==> src/rtl/cpu_ctrl_pkg.sv <==
// Shared control-unit definitions: sequencer state encoding, opcode constants
// and the datapath strobe set used by every Mini SRC sequencer.
package cpu_ctrl_pkg;

  localparam logic [4:0] BR_OPCODE_DEF = 5'b10010;

  typedef enum logic [3:0] {
    ST_IDLE = 4'd0,
    ST_T0   = 4'd1,
    ST_T1   = 4'd2,
    ST_T1W  = 4'd3,
    ST_T2   = 4'd4,
    ST_T3   = 4'd5,
    ST_T4   = 4'd6,
    ST_T5   = 4'd7,
    ST_T6   = 4'd8,
    ST_DONE = 4'd9
  } seq_state_e;

  typedef struct packed {
    logic pc_out;
    logic mar_in;
    logic inc_pc;
    logic z_in;
    logic zlow_out;
    logic pc_in;
    logic read;
    logic mdr_in;
    logic mdr_out;
    logic ir_in;
    logic gra;
    logic r_out;
    logic con_in;
    logic y_in;
    logic c_out;
    logic alu_add;
  } strobe_t;

endpackage

==> src/rtl/wait_counter.sv <==
// Saturating memory-wait counter; tc_o flags the cycle in which one more
// enabled count would reach LIMIT.
module wait_counter #(
  parameter int unsigned LIMIT = 16
) (
  input  logic clock,
  input  logic clear,
  input  logic clr_i,
  input  logic en_i,
  output logic tc_o
);

  localparam int unsigned W = $clog2(LIMIT + 1);

  logic [W-1:0] count_q, count_d;

  always_comb begin
    count_d = count_q;
    if (clr_i)
      count_d = '0;
    else if (en_i && (count_q != W'(LIMIT)))
      count_d = count_q + W'(1);
  end

  always_ff @(posedge clock) begin
    if (!clear) count_q <= '0;
    else        count_q <= count_d;
  end

  assign tc_o = (count_q == W'(LIMIT - 1));

endmodule

==> src/rtl/branch_sequencer.sv <==
// Fetch-and-execute sequencer for one Mini SRC conditional branch; drives the
// datapath strobes and reports taken/illegal/timeout status to the control unit.
module branch_sequencer
  import cpu_ctrl_pkg::*;
#(
  parameter logic [4:0]  BR_OPCODE      = BR_OPCODE_DEF,
  parameter int unsigned TIMEOUT_CYCLES = 16
) (
  input  logic       clock,
  input  logic       clear,
  input  logic       start,
  input  logic       mem_ready,
  input  logic [4:0] ir_opcode,
  input  logic       con_in,
  output logic       PCout,
  output logic       MARin,
  output logic       IncPC,
  output logic       Zin,
  output logic       Zlowout,
  output logic       PCin,
  output logic       Read,
  output logic       MDRin,
  output logic       MDRout,
  output logic       IRin,
  output logic       Gra,
  output logic       Rout,
  output logic       CONin,
  output logic       Yin,
  output logic       Cout,
  output logic       alu_add,
  output logic       busy,
  output logic       done,
  output logic       taken,
  output logic       illegal,
  output logic       timeout,
  output logic [3:0] step
);

  seq_state_e state_q, state_d;
  logic       con_q, con_d;
  logic       taken_q, taken_d;
  logic       illegal_q, illegal_d;
  logic       timeout_q, timeout_d;
  logic       wait_tc;
  strobe_t    s;

  wait_counter #(.LIMIT(TIMEOUT_CYCLES)) u_wait (
    .clock (clock),
    .clear (clear),
    .clr_i (state_q == ST_T1),
    .en_i  ((state_q == ST_T1W) && !mem_ready),
    .tc_o  (wait_tc)
  );

  always_ff @(posedge clock) begin
    if (!clear) begin
      state_q   <= ST_IDLE;
      con_q     <= 1'b0;
      taken_q   <= 1'b0;
      illegal_q <= 1'b0;
      timeout_q <= 1'b0;
    end else begin
      state_q   <= state_d;
      con_q     <= con_d;
      taken_q   <= taken_d;
      illegal_q <= illegal_d;
      timeout_q <= timeout_d;
    end
  end

  always_comb begin
    state_d   = state_q;
    con_d     = con_q;
    taken_d   = taken_q;
    illegal_d = illegal_q;
    timeout_d = timeout_q;
    s         = '0;
    unique case (state_q)
      ST_IDLE: if (start) begin
        state_d   = ST_T0;
        con_d     = 1'b0;
        taken_d   = 1'b0;
        illegal_d = 1'b0;
        timeout_d = 1'b0;
      end
      ST_T0: begin
        s.pc_out = 1'b1; s.mar_in = 1'b1; s.inc_pc = 1'b1; s.z_in = 1'b1;
        state_d  = ST_T1;
      end
      ST_T1: begin
        s.zlow_out = 1'b1; s.pc_in = 1'b1;
        state_d    = ST_T1W;
      end
      // mem_ready wins over the terminal count in the last allowed wait cycle
      ST_T1W: begin
        s.read = 1'b1; s.mdr_in = 1'b1;
        if (mem_ready) begin
          state_d = ST_T2;
        end else if (wait_tc) begin
          timeout_d = 1'b1;
          state_d   = ST_DONE;
        end
      end
      ST_T2: begin
        s.mdr_out = 1'b1; s.ir_in = 1'b1;
        state_d   = ST_T3;
      end
      ST_T3: begin
        if (ir_opcode != BR_OPCODE) begin
          illegal_d = 1'b1;
          state_d   = ST_DONE;
        end else begin
          s.gra = 1'b1; s.r_out = 1'b1; s.con_in = 1'b1;
          con_d   = con_in;
          state_d = ST_T4;
        end
      end
      ST_T4: begin
        s.pc_out = 1'b1; s.y_in = 1'b1;
        state_d  = ST_T5;
      end
      ST_T5: begin
        s.c_out = 1'b1; s.alu_add = 1'b1; s.z_in = 1'b1;
        state_d = ST_T6;
      end
      ST_T6: begin
        s.zlow_out = 1'b1; s.pc_in = con_q;
        taken_d    = con_q;
        state_d    = ST_DONE;
      end
      ST_DONE: state_d = ST_IDLE;
      default: state_d = ST_IDLE;
    endcase
  end

  assign PCout   = s.pc_out;
  assign MARin   = s.mar_in;
  assign IncPC   = s.inc_pc;
  assign Zin     = s.z_in;
  assign Zlowout = s.zlow_out;
  assign PCin    = s.pc_in;
  assign Read    = s.read;
  assign MDRin   = s.mdr_in;
  assign MDRout  = s.mdr_out;
  assign IRin    = s.ir_in;
  assign Gra     = s.gra;
  assign Rout    = s.r_out;
  assign CONin   = s.con_in;
  assign Yin     = s.y_in;
  assign Cout    = s.c_out;
  assign alu_add = s.alu_add;
  assign busy    = (state_q != ST_IDLE);
  assign done    = (state_q == ST_DONE);
  assign taken   = taken_q;
  assign illegal = illegal_q;
  assign timeout = timeout_q;
  assign step    = state_q;

endmodule

==> config.mk <==
export PLATFORM = sky130hd
export DESIGN_NAME = branch_sequencer
export DESIGN_NICKNAME = d
export VERILOG_FILES = /design/src/rtl/cpu_ctrl_pkg.sv /design/src/rtl/wait_counter.sv /design/src/rtl/branch_sequencer.sv
export SDC_FILE = /design/constraint.sdc
export NUM_CORES = 1
export LEC_CHECK = 0
export ABC_AREA = 1
export CAP_MARGIN = 10
export CORE_ASPECT_RATIO = 1.4
export CORE_MARGIN = 1.5
export CORE_UTILIZATION = 42
export CTS_CLUSTER_DIAMETER = 80
export DETAILED_ROUTE_END_ITERATION = 8
export GPL_TIMING_DRIVEN = 0
export HOLD_SLACK_MARGIN = 0.08
export PLACE_DENSITY_LB_ADDON = 0.1
export SYNTH_ARGS = -nofsm -noshare
export SYNTH_HDL_FRONTEND = slang
export SYNTH_HIERARCHICAL = 1
export SYNTH_SLANG_ARGS = --single-unit
==> constraint.sdc <==
create_clock -name clock -period 1.7 [get_ports clock]
set_input_delay 0.425 -clock clock [delete_from_list [all_inputs] [get_ports clock]]
set_output_delay 0.425 -clock clock [all_outputs]
set_load 0.1 [all_outputs]
==> key figures, run 1 <==
Placed design
  – Pre-CTS WS: -1.32 ns
  – Input/output buffers: 34
  – Final Wtd Congestion: 0.836
  – Dpl hpwl: 1.82 mm

Clocking
  – TritonCTS Buffers: 3
  – H-tree depth: 1
  – Clock sinks: 13
  – Clk buf depth: 2
  – Post-CTS Hold Buffers: 0
  – Clk root buf: clkbuf_4

Floorplan
  – # IOs: 35
  – Die W: 41.3 um
  – Initial core utilization: 44.2%
  – Die Y-Extent: 56.6 um
  – FP Rows: 19

Logic synthesis
  – Net count after synthesis: 151
  – Post-synth top area share: 30.2%
  – Leading area contributor after synthesis: dfxtp_1
  – Number of synthesized register bits: 13
  – Sequential fraction of the synthesis area: 30.2%
  – Mapped Area: 862 um^2
  – Synth cell types: 23
  – Syn. warnings: 6
  – Syn Area/Cell: 6.25 um^2
  – Synthesized instance count: 138
  – Largest cells by area after synthesis: dfxtp_1 30%, nand2_1 15%, inv_1 9.6%, nor2_1 7.8%, buf_4 5.2%

Global routing
  – Pin count of the biggest net entering global routing: 9

STA
  – Worst_ep kind: top-level output
  – GRT worst endpoint: Rout

Status
  – Halt point of the flow: 5_1_grt
  – First error: [ERROR DPL-0038] Utilization greater than 100%, impossible to legalize
  – Outcome: stopped before the end
stage by stage:
| stage | cells | utilization (%) | cell area, um^2 | hold slack [ns] | TNS [ns] |
|---|---|---|---|---|---|
| after floorplan | 138 | - | 1060 | 0.469 | -2.96 |
| after global placement | 193 | 73.1 | 1430 | 0.439 | -15.18 |
| after detailed placement | 193 | 73.1 | 1430 | 0.440 | -15.55 |
| after CTS | 212 | 89.6 | 1750 | 0.457 | -1.69 |
logic make-up after synthesis:
family / count (synthesis) / share of synthesized area [%]
simple gates: 75 / 38.3
buf+inv: 32 / 17.4
compound gates: 15 / 9.72
flops: 13 / 30.2
fa+ha+maj: 3 / 4.35
cell usage after synthesis (all sizes together):
| library cell | instances |
|---|---|
| inv | 25 |
| nand4 | 1 |
| dfxtp | 13 |
| a21oi | 7 |
| nor3 | 1 |
| and3 | 1 |
| o21a | 1 |
| buf | 7 |
| ha | 3 |
| or2 | 2 |
| nand2 | 40 |
| o21ai | 3 |
| o211ai | 1 |
| nand3 | 8 |
| nor2 | 22 |
| a31oi | 3 |
what timing repair did:
item	4_1_cts
endpoints found under the setup margin	25
pin swaps	7
setup buffers	15
gates resized for setup	190
==> run 2, diff against run 1 <==
Settings changed: CORE_AREA set to 2 2 63 65, CORE_ASPECT_RATIO 1.4 to not set, CORE_MARGIN 1.5 to not set, CORE_UTILIZATION 42 to not set, CTS_CLUSTER_DIAMETER 80 to not set, DIE_AREA set to 0 0 65 67, HOLD_SLACK_MARGIN 0.08 to not set, PLACE_DENSITY_LB_ADDON 0.1 to 0.15.
==> key figures, run 2 <==
Global routing
  – Total track usage: 12.3%
  – First-pass GRT wire length: 4.31 mm
  – Initial antenna violation count: 0
  – Number of global-route vias before repair: 1,001
  – Total grt overflow: 0
  – Pin count of the biggest net entering global routing: 9

Floorplan
  – FP Rows: 22 (+3)
  – Core box area: 0.00361 mm^2
  – Initial core utilization: 23.9% (-20 points)
  – Die ar.: 0.00436 mm^2
  – Die Y-Extent: 67 um (+18%)
  – # IOs: 35 (unchanged)
  – Die W: 65 um (+57%)

Worst setup path
  – Largest fanout on the critical path: 5
  – CP required: 1.27 ns
  – Worst setup SP type: flip-flop
  – Worst path arrival time: 1.38 ns
  – Endpoint type of the worst setup path: primary output
  – Depth of the most critical reg-to-reg path: 11
  – R2R setup slack: 0.20 ns
  – WS Path Type: reg2out

Placed design
  – Input/output buffers: 34 (unchanged)
  – Final Wtd Congestion: 0.770 (-7.9%)
  – Placed Area: 0.00146 mm^2 (+2.4%)
  – Dpl cells: 220 (+14%)
  – Dpl hpwl: 1.95 mm (+7.6%)

Final layout
  – Post-layout util: 50.0%
  – P&R area growth vs syn: 109%
  – Max reg flops: 5
  – # diodes: 0
  – Biggest register: u_wait/count_q
  – Fill cell count: 351
  – Commonest non-fill, non-tap cell in the layout: nand2_1
  – Share of layout cells above drive strength 1: 48.2%
  – Nets: 205
  – Final std cells w/o fill: 239
  – Most frequent cells in the layout: 26 x nand2_1, 18 x buf_12, 15 x inv_1, 15 x nor2_1, 15 x buf_4
  – Post-route cell area: 0.00180 mm^2

Logic synthesis
  – Syn Area/Cell: 6.25 um^2 (unchanged)
  – Synth cell count leaders: 35 x nand2_1, 22 x inv_1, 18 x nor2_1
  – Largest cells by area after synthesis: dfxtp_1 30%, nand2_1 15%, inv_1 9.6%, nor2_1 7.8%, buf_4 5.2%
  – EDFF count, synth: 0 (unchanged)
  – Synth cell types: 23 (unchanged)
  – Dominant synthesized flop cell: dfxtp_1
  – Most frequent cell after synthesis: nand2_1
  – Net count after synthesis: 151 (unchanged)
  – Syn. warnings: 6 (unchanged)
  – Synthesized instance count: 138 (unchanged)
  – Mapped Area: 862 um^2 (unchanged)
  – Async S/R FF share, synth: 0% (unchanged)
  – Number of synthesized register bits: 13 (unchanged)
  – Leading area contributor after synthesis: dfxtp_1
  – Sequential fraction of the synthesis area: 30.2% (unchanged)
  – Post-synth top area share: 30.2% (unchanged)

Clocking
  – TritonCTS Buffers: 3 (unchanged)
  – Clock sinks: 13 (unchanged)
  – Clk buf depth: 2 (unchanged)
  – H-tree depth: 1 (unchanged)
  – CTS tree: yes
  – Worst-Skew Late Latency: 0.24 ns
  – Clk slew on worst S/H paths: 0.06 ns
  – Clk root buf: clkbuf_8

Status
  – Failing checks: negative setup slack
  – Outcome: finished, violations left

Min path
  – Cells on Worst Hold Path: 2
  – Tightest Hold Check Type: reg2reg

Power and ir drop
  – Static Leak: 0.780 nW
  – Power Density: 1630 mW/mm^2
  – Worst IR drop on VDD: 0.000573 V

Drt
  – DR WL/cell: 10.7 um
  – Final ANT Viol Nets: 0
  – TritonRoute pass-1 iters: 4
  – Routed wire length: 2.56 mm
  – Via/cell ratio: 4.21
  – Via count: 1,005
  – DRC Markers: 0
  – Initial detailed-routing violation count: 40

STA
  – Fin. max-slew vios: 0
  – FMAX: 0.555 GHz
  – RSZ-0062 raised after global routing: yes
  – Measured slew at the worst slew-check pin: 0.548 ns
  – Final WS setup: -0.101 ns
  – Final Hold Fails: 0
  – Clock skew: 0.00399 ns
  – Setup violators final: 7
  – Crit share post-route: 106%
  – Rel. slew slack: 63.7%
  – Min Tclk post-route: 1.80 ns

Job
  – Max cap viols: 0
## run 2: per-layer routing
metal	track usage, %	up-vias	routed length, um
li1	-	528	-
met4	2.39	0	0
met3	1.35	0	89
met5	0	-	0
met2	24.2	17	1420
met1	14.2	460	1050
## run 2: what timing repair did
action | 4_1_cts | 5_1_grt
hold buffers | 0 | 0
pin swaps | 10 | 6
setup endpoints to repair | 25 | 18
hold endpoints to repair | 0 | 0
setup buffers | 9 | 8
gates resized for setup | 176 | 27
## run 2: per-stage QoR
stage	hold slack (ns)	total power, W	setup WS, ns	setup TNS, ns
floorplan	0.469	0.00190	-0.384	-2.96
global placement	0.442	0.00225	-1.28	-15.45
detailed placement	0.457	0.00226	-1.31	-15.68
CTS	0.465	0.00273	-0.153	-0.700
global route	0.489	0.00307	-0.165	-1.01
finish	0.456	0.00293	-0.101	-0.434
## run 2: worst paths after layout
path                               from  endpoint
worst max-delay path            step[3]      Rout
worst min-delay path            timeout   timeout
worst max register to register  step[1]   step[0]
worst min register to register  timeout   timeout
## run 2: final cells by class
cell class	count	area [um^2]	share of cell area [%]
Timing Repair Buffer	51	621	34.4
Multi-Input combinational cell	93	591	32.8
Sequential cell	13	275	15.3
Inverter	25	120	6.66
Buffer	5	91.3	5.07
Tap cell	48	60.1	3.33
Clock buffer	4	45.0	2.50
## run 2: kinds of logic after synthesis
| logic type | Yosys count | share of synthesized area [%] |
|---|---|---|
| simple gates | 75 | 38.3 |
| buf+inv | 32 | 17.4 |
| compound gates | 15 | 9.72 |
| flops | 13 | 30.2 |
| fa+ha+maj | 3 | 4.35 |
## run 2: power breakdown
| group | switching [W] | internal (W) | total [W] |
|---|---|---|---|
| sequential | 0.0000783 | 0.000368 | 0.000447 |
| clock | 0.000107 | 0.000165 | 0.000272 |
| combinational | 0.00147 | 0.000742 | 0.00221 |
| total | 0.00166 | 0.00128 | 0.00293 |
## run 2: worst max-delay path: stages, from the launching register on
cell and delay, ns:
dfxtp_4 0.36, inv_6 0.08, nand2_8 0.07, inv_6 0.07, nand2_4 0.05, nor2_4 0.20
buf_12 0.14, buf_12 0.16
Note: power is estimated with default switching activity, not from simulation.
==> run 3, diff against run 2 <==
Settings changed: ABC_AREA 1 to not set, SETUP_SLACK_MARGIN set to 0.02.
==> key figures, run 3 <==
Final layout
  – Final std cells w/o fill: 238 (-0.42%)
  – Commonest non-fill, non-tap cell in the layout: buf_12
  – Biggest register: u_wait/count_q
  – Nets: 204 (-0.49%)
  – Most frequent cells in the layout: 23 x buf_12, 22 x buf_4, 18 x buf_6
  – # diodes: 0 (unchanged)
  – Reg area: 277 um^2 (+0.45%)
  – P&R area growth vs syn: 131%
  – Share of layout cells above drive strength 1: 63.7% (+16 points)
  – Max reg flops: 5 (unchanged)
  – Fill cell count: 300 (-15%)
  – Post-layout util: 61.5% (+12 points)
  – Area occupied by multi-input gates: 762 um^2 (+29%)

Logic synthesis
  – Post-synth top area share: 27.1% (-3.1 points)
  – EDFF count, synth: 0 (unchanged)
  – Net count after synthesis: 128 (-15%)
  – Mapped Area: 961 um^2 (+11%)
  – Syn. warnings: 6 (unchanged)
  – Most frequent cell after synthesis: nand2_1
  – Synth cell count leaders: 16 x nand2_1, 13 x dfxtp_1, 9 x nor2_1
  – Dominant synthesized flop cell: dfxtp_1
  – Synthesized instance count: 115 (-17%)
  – Syn Area/Cell: 8.36 um^2 (+34%)
  – Synth cell types: 44 (+91%)
  – Number of synthesized register bits: 13 (unchanged)
  – Largest cells by area after synthesis: dfxtp_1 27%, buf_4 6.3%, nand2_1 6.3%, nor3_4 5.1%, ha_1 3.9%
  – Leading area contributor after synthesis: dfxtp_1
  – Async S/R FF share, synth: 0% (unchanged)
  – Sequential fraction of the synthesis area: 27.1% (-3.1 points)

Clocking
  – Clock sinks: 13 (unchanged)
  – Post-CTS Hold Buffers: 0 (unchanged)
  – TritonCTS Buffers: 3 (unchanged)
  – Worst-Skew Late Latency: 0.24 ns (about the same)
  – H-tree depth: 1 (unchanged)
  – Clk slew on worst S/H paths: 0.05 ns (about the same)
  – Clk root buf: clkbuf_8
  – Clk buf depth: 2 (unchanged)
  – CTS tree: yes

Power and ir drop
  – Power after layout: 0.00186 W (-36%)
  – Static Leak: 0.931 nW (+19%)
  – Net Sw Frac: 44.7% (-12 points)
  – Cell Int Power: 0.00103 W (-19%)
  – Net Switching: 0.000833 W (-50%)
  – Worst IR drop on VDD: 0.000430 V (-25%)
  – Power Density: 840 mW/mm^2 (-48%)
  – Seq pwr share: 18.4% (+3.2 points)
  – Clock power share: 15.0% (+5.7 points)
  – Combinational power share: 66.5% (-9.0 points)

STA
  – Post-Route Setup TNS: -2.18 ns (-1.74 ns)
  – Setup violators final: 17 (+10)
  – FMAX: 0.514 GHz (-7.4%)
  – Final WS setup: -0.246 ns (-0.145 ns)
  – Measured slew at the worst slew-check pin: 0.548 ns (+0.0000859 ns)
  – Final Hold Fails: 0 (unchanged)
  – Fin. max-slew vios: 0 (unchanged)
  – RSZ-0062 raised after global routing: yes
  – Rel. slew slack: 63.6% (about the same)
  – Min Tclk post-route: 1.95 ns (+0.145 ns)
  – Clock skew: 0.000477 ns (-0.00351 ns)
  – Crit share post-route: 114% (+8.5 points)

Placed design
  – Dpl hpwl: 1.93 mm (-1.2%)
  – Final Wtd Congestion: 0.790 (+2.6%)
  – Dpl cells: 197 (-10%)
  – Input/output buffers: 34 (unchanged)

Worst setup path
  – Worst path arrival time: 1.52 ns (+0.14 ns)
  – WS Path Type: reg2out
  – Largest fanout on the critical path: 4 (-1)
  – Worst r2r src: step[3]
  – Endpoint type of the worst setup path: primary output
  – Worst setup SP type: flip-flop
  – CP required: 1.27 ns (about the same)
  – Depth of the most critical reg-to-reg path: 7 (-4)
  – End of the worst register-to-register path: u_wait/count_q[3]
  – R2R setup slack: 0.11 ns (-0.09 ns)

Min path
  – Hold Crit Start: taken
  – WHS Endpoint: taken
  – Tightest Hold Check Type: reg2reg
  – Cells on Worst Hold Path: 2 (unchanged)

Drt
  – Initial detailed-routing violation count: 20 (-50%)
  – Final ANT Viol Nets: 0 (unchanged)
  – TritonRoute pass-1 iters: 4 (unchanged)
  – Via count: 1,111 (+11%)
  – DRC Markers: 0 (unchanged)
  – Via/cell ratio: 4.67 (+11%)
  – Routed wire length: 3.27 mm (+28%)
  – DR WL/cell: 13.7 um (+28%)

Global routing
  – First-pass GRT wire length: 4.70 mm (+9.1%)
  – Pin count of the biggest net entering global routing: 11 (+2)
  – Initial antenna violation count: 0 (unchanged)
  – Number of global-route vias before repair: 1,053 (+5.2%)
  – Total track usage: 13.9% (+1.5 points)
  – Total grt overflow: 0 (unchanged)

Floorplan
  – Die ar.: 0.00436 mm^2 (unchanged)
  – Core box area: 0.00361 mm^2 (unchanged)
  – Initial core utilization: 26.6% (+2.7 points)
  – Die W: 65 um (unchanged)
  – FP Rows: 22 (unchanged)
  – Die Y-Extent: 67 um (unchanged)
  – # IOs: 35 (unchanged)

Status
  – Failing checks: negative setup slack
  – Outcome: finished, violations left

Job
  – Max cap viols: 0 (unchanged)
run 3: kinds of logic after synthesis:
| kind of cell | count (synthesis) | synth area share (%) |
|---|---|---|
| and+or+nand+nor | 61 | 41.1 |
| AOI/OAI and AO/OA | 17 | 12.0 |
| buffers and inverters | 16 | 10.9 |
| DFF | 13 | 27.1 |
| muxes | 3 | 3.13 |
| adders and majority gates | 3 | 3.91 |
| xor gates and xnor gates | 2 | 1.82 |
run 3: per-stage QoR:
stage / setup slack, ns / cell area, um^2 / hold slack, ns
after detailed placement: -1.73 / 1550 / 0.471
after CTS: -0.235 / 2020 / 0.480
final: -0.246 / 2220 / 0.474
after global placement: -1.72 / 1550 / 0.456
after global routing: -0.292 / 2220 / 0.525
after floorplan: -0.868 / 1150 / 0.459
run 3: final cells by class:
type                    instances  area share (%)
clock buffers                   4            2.03
well taps                      48            2.71
inverters                       5            1.07
flip-flops and latches         13            12.5
plain buffers                  11            8.40
multi-input cells              86            34.3
repair buffers                 71            39.0
run 3: timing repair:
| item | 4_1_cts | 5_1_grt |
|---|---|---|
| buffers inserted | 22 | 17 |
| setup endpoints to repair | 28 | 22 |
| gates resized for setup | 214 | 29 |
| pin swaps | 12 | 15 |
run 3: worst max path at each step:
| stage | slack, ns | startpoint | to | depth (start not counted) |
|---|---|---|---|---|
| floorplan | -0.87 | step[2] | Gra | 3 |
| global placement | -1.72 | ir_opcode[0] | Rout | 6 |
| detailed placement | -1.73 | ir_opcode[0] | Rout | 6 |
| CTS | -0.24 | ir_opcode[2] | Rout | 7 |
| global route | -0.29 | step[2] | Rout | 5 |
| finish | -0.25 | step[2] | Rout | 5 |
run 3: power by group through the flow:
| stage | Sequential, W | Clock, W | Combinational [W] |
|---|---|---|---|
| after floorplan | 0.000427 | 0 | 0.000601 |
| after global placement | 0.000349 | 0 | 0.000841 |
| after detailed placement | 0.000349 | 0 | 0.000843 |
| after CTS | 0.000344 | 0.000289 | 0.00106 |
| after global routing | 0.000345 | 0.000313 | 0.00128 |
| final | 0.000343 | 0.000280 | 0.00124 |
run 3: worst max-delay path: stages, from the launching register on:
cell and delay, ns:
dfxtp_4 0.37, or2b_4 0.31, nor3_4 0.19, buf_6 0.15
buf_12 0.10, buf_12 0.16
run 3: metal layers:
metal  wire length (um)  part of all wire [%]  GRT usage (%)
met1               1320                    40           16.6
met2               1800                    55           25.6
met3                118                   3.6           1.86
met4                 24                  0.73           3.99
met5                  0                     0              0
==> run 4, diff against run 3 <==
Settings changed: ABC_CLOCK_PERIOD_IN_PS set to 1700.
==> results of run 4 <==
The final DEF is identical to that of run 3; final timing and power are the same.
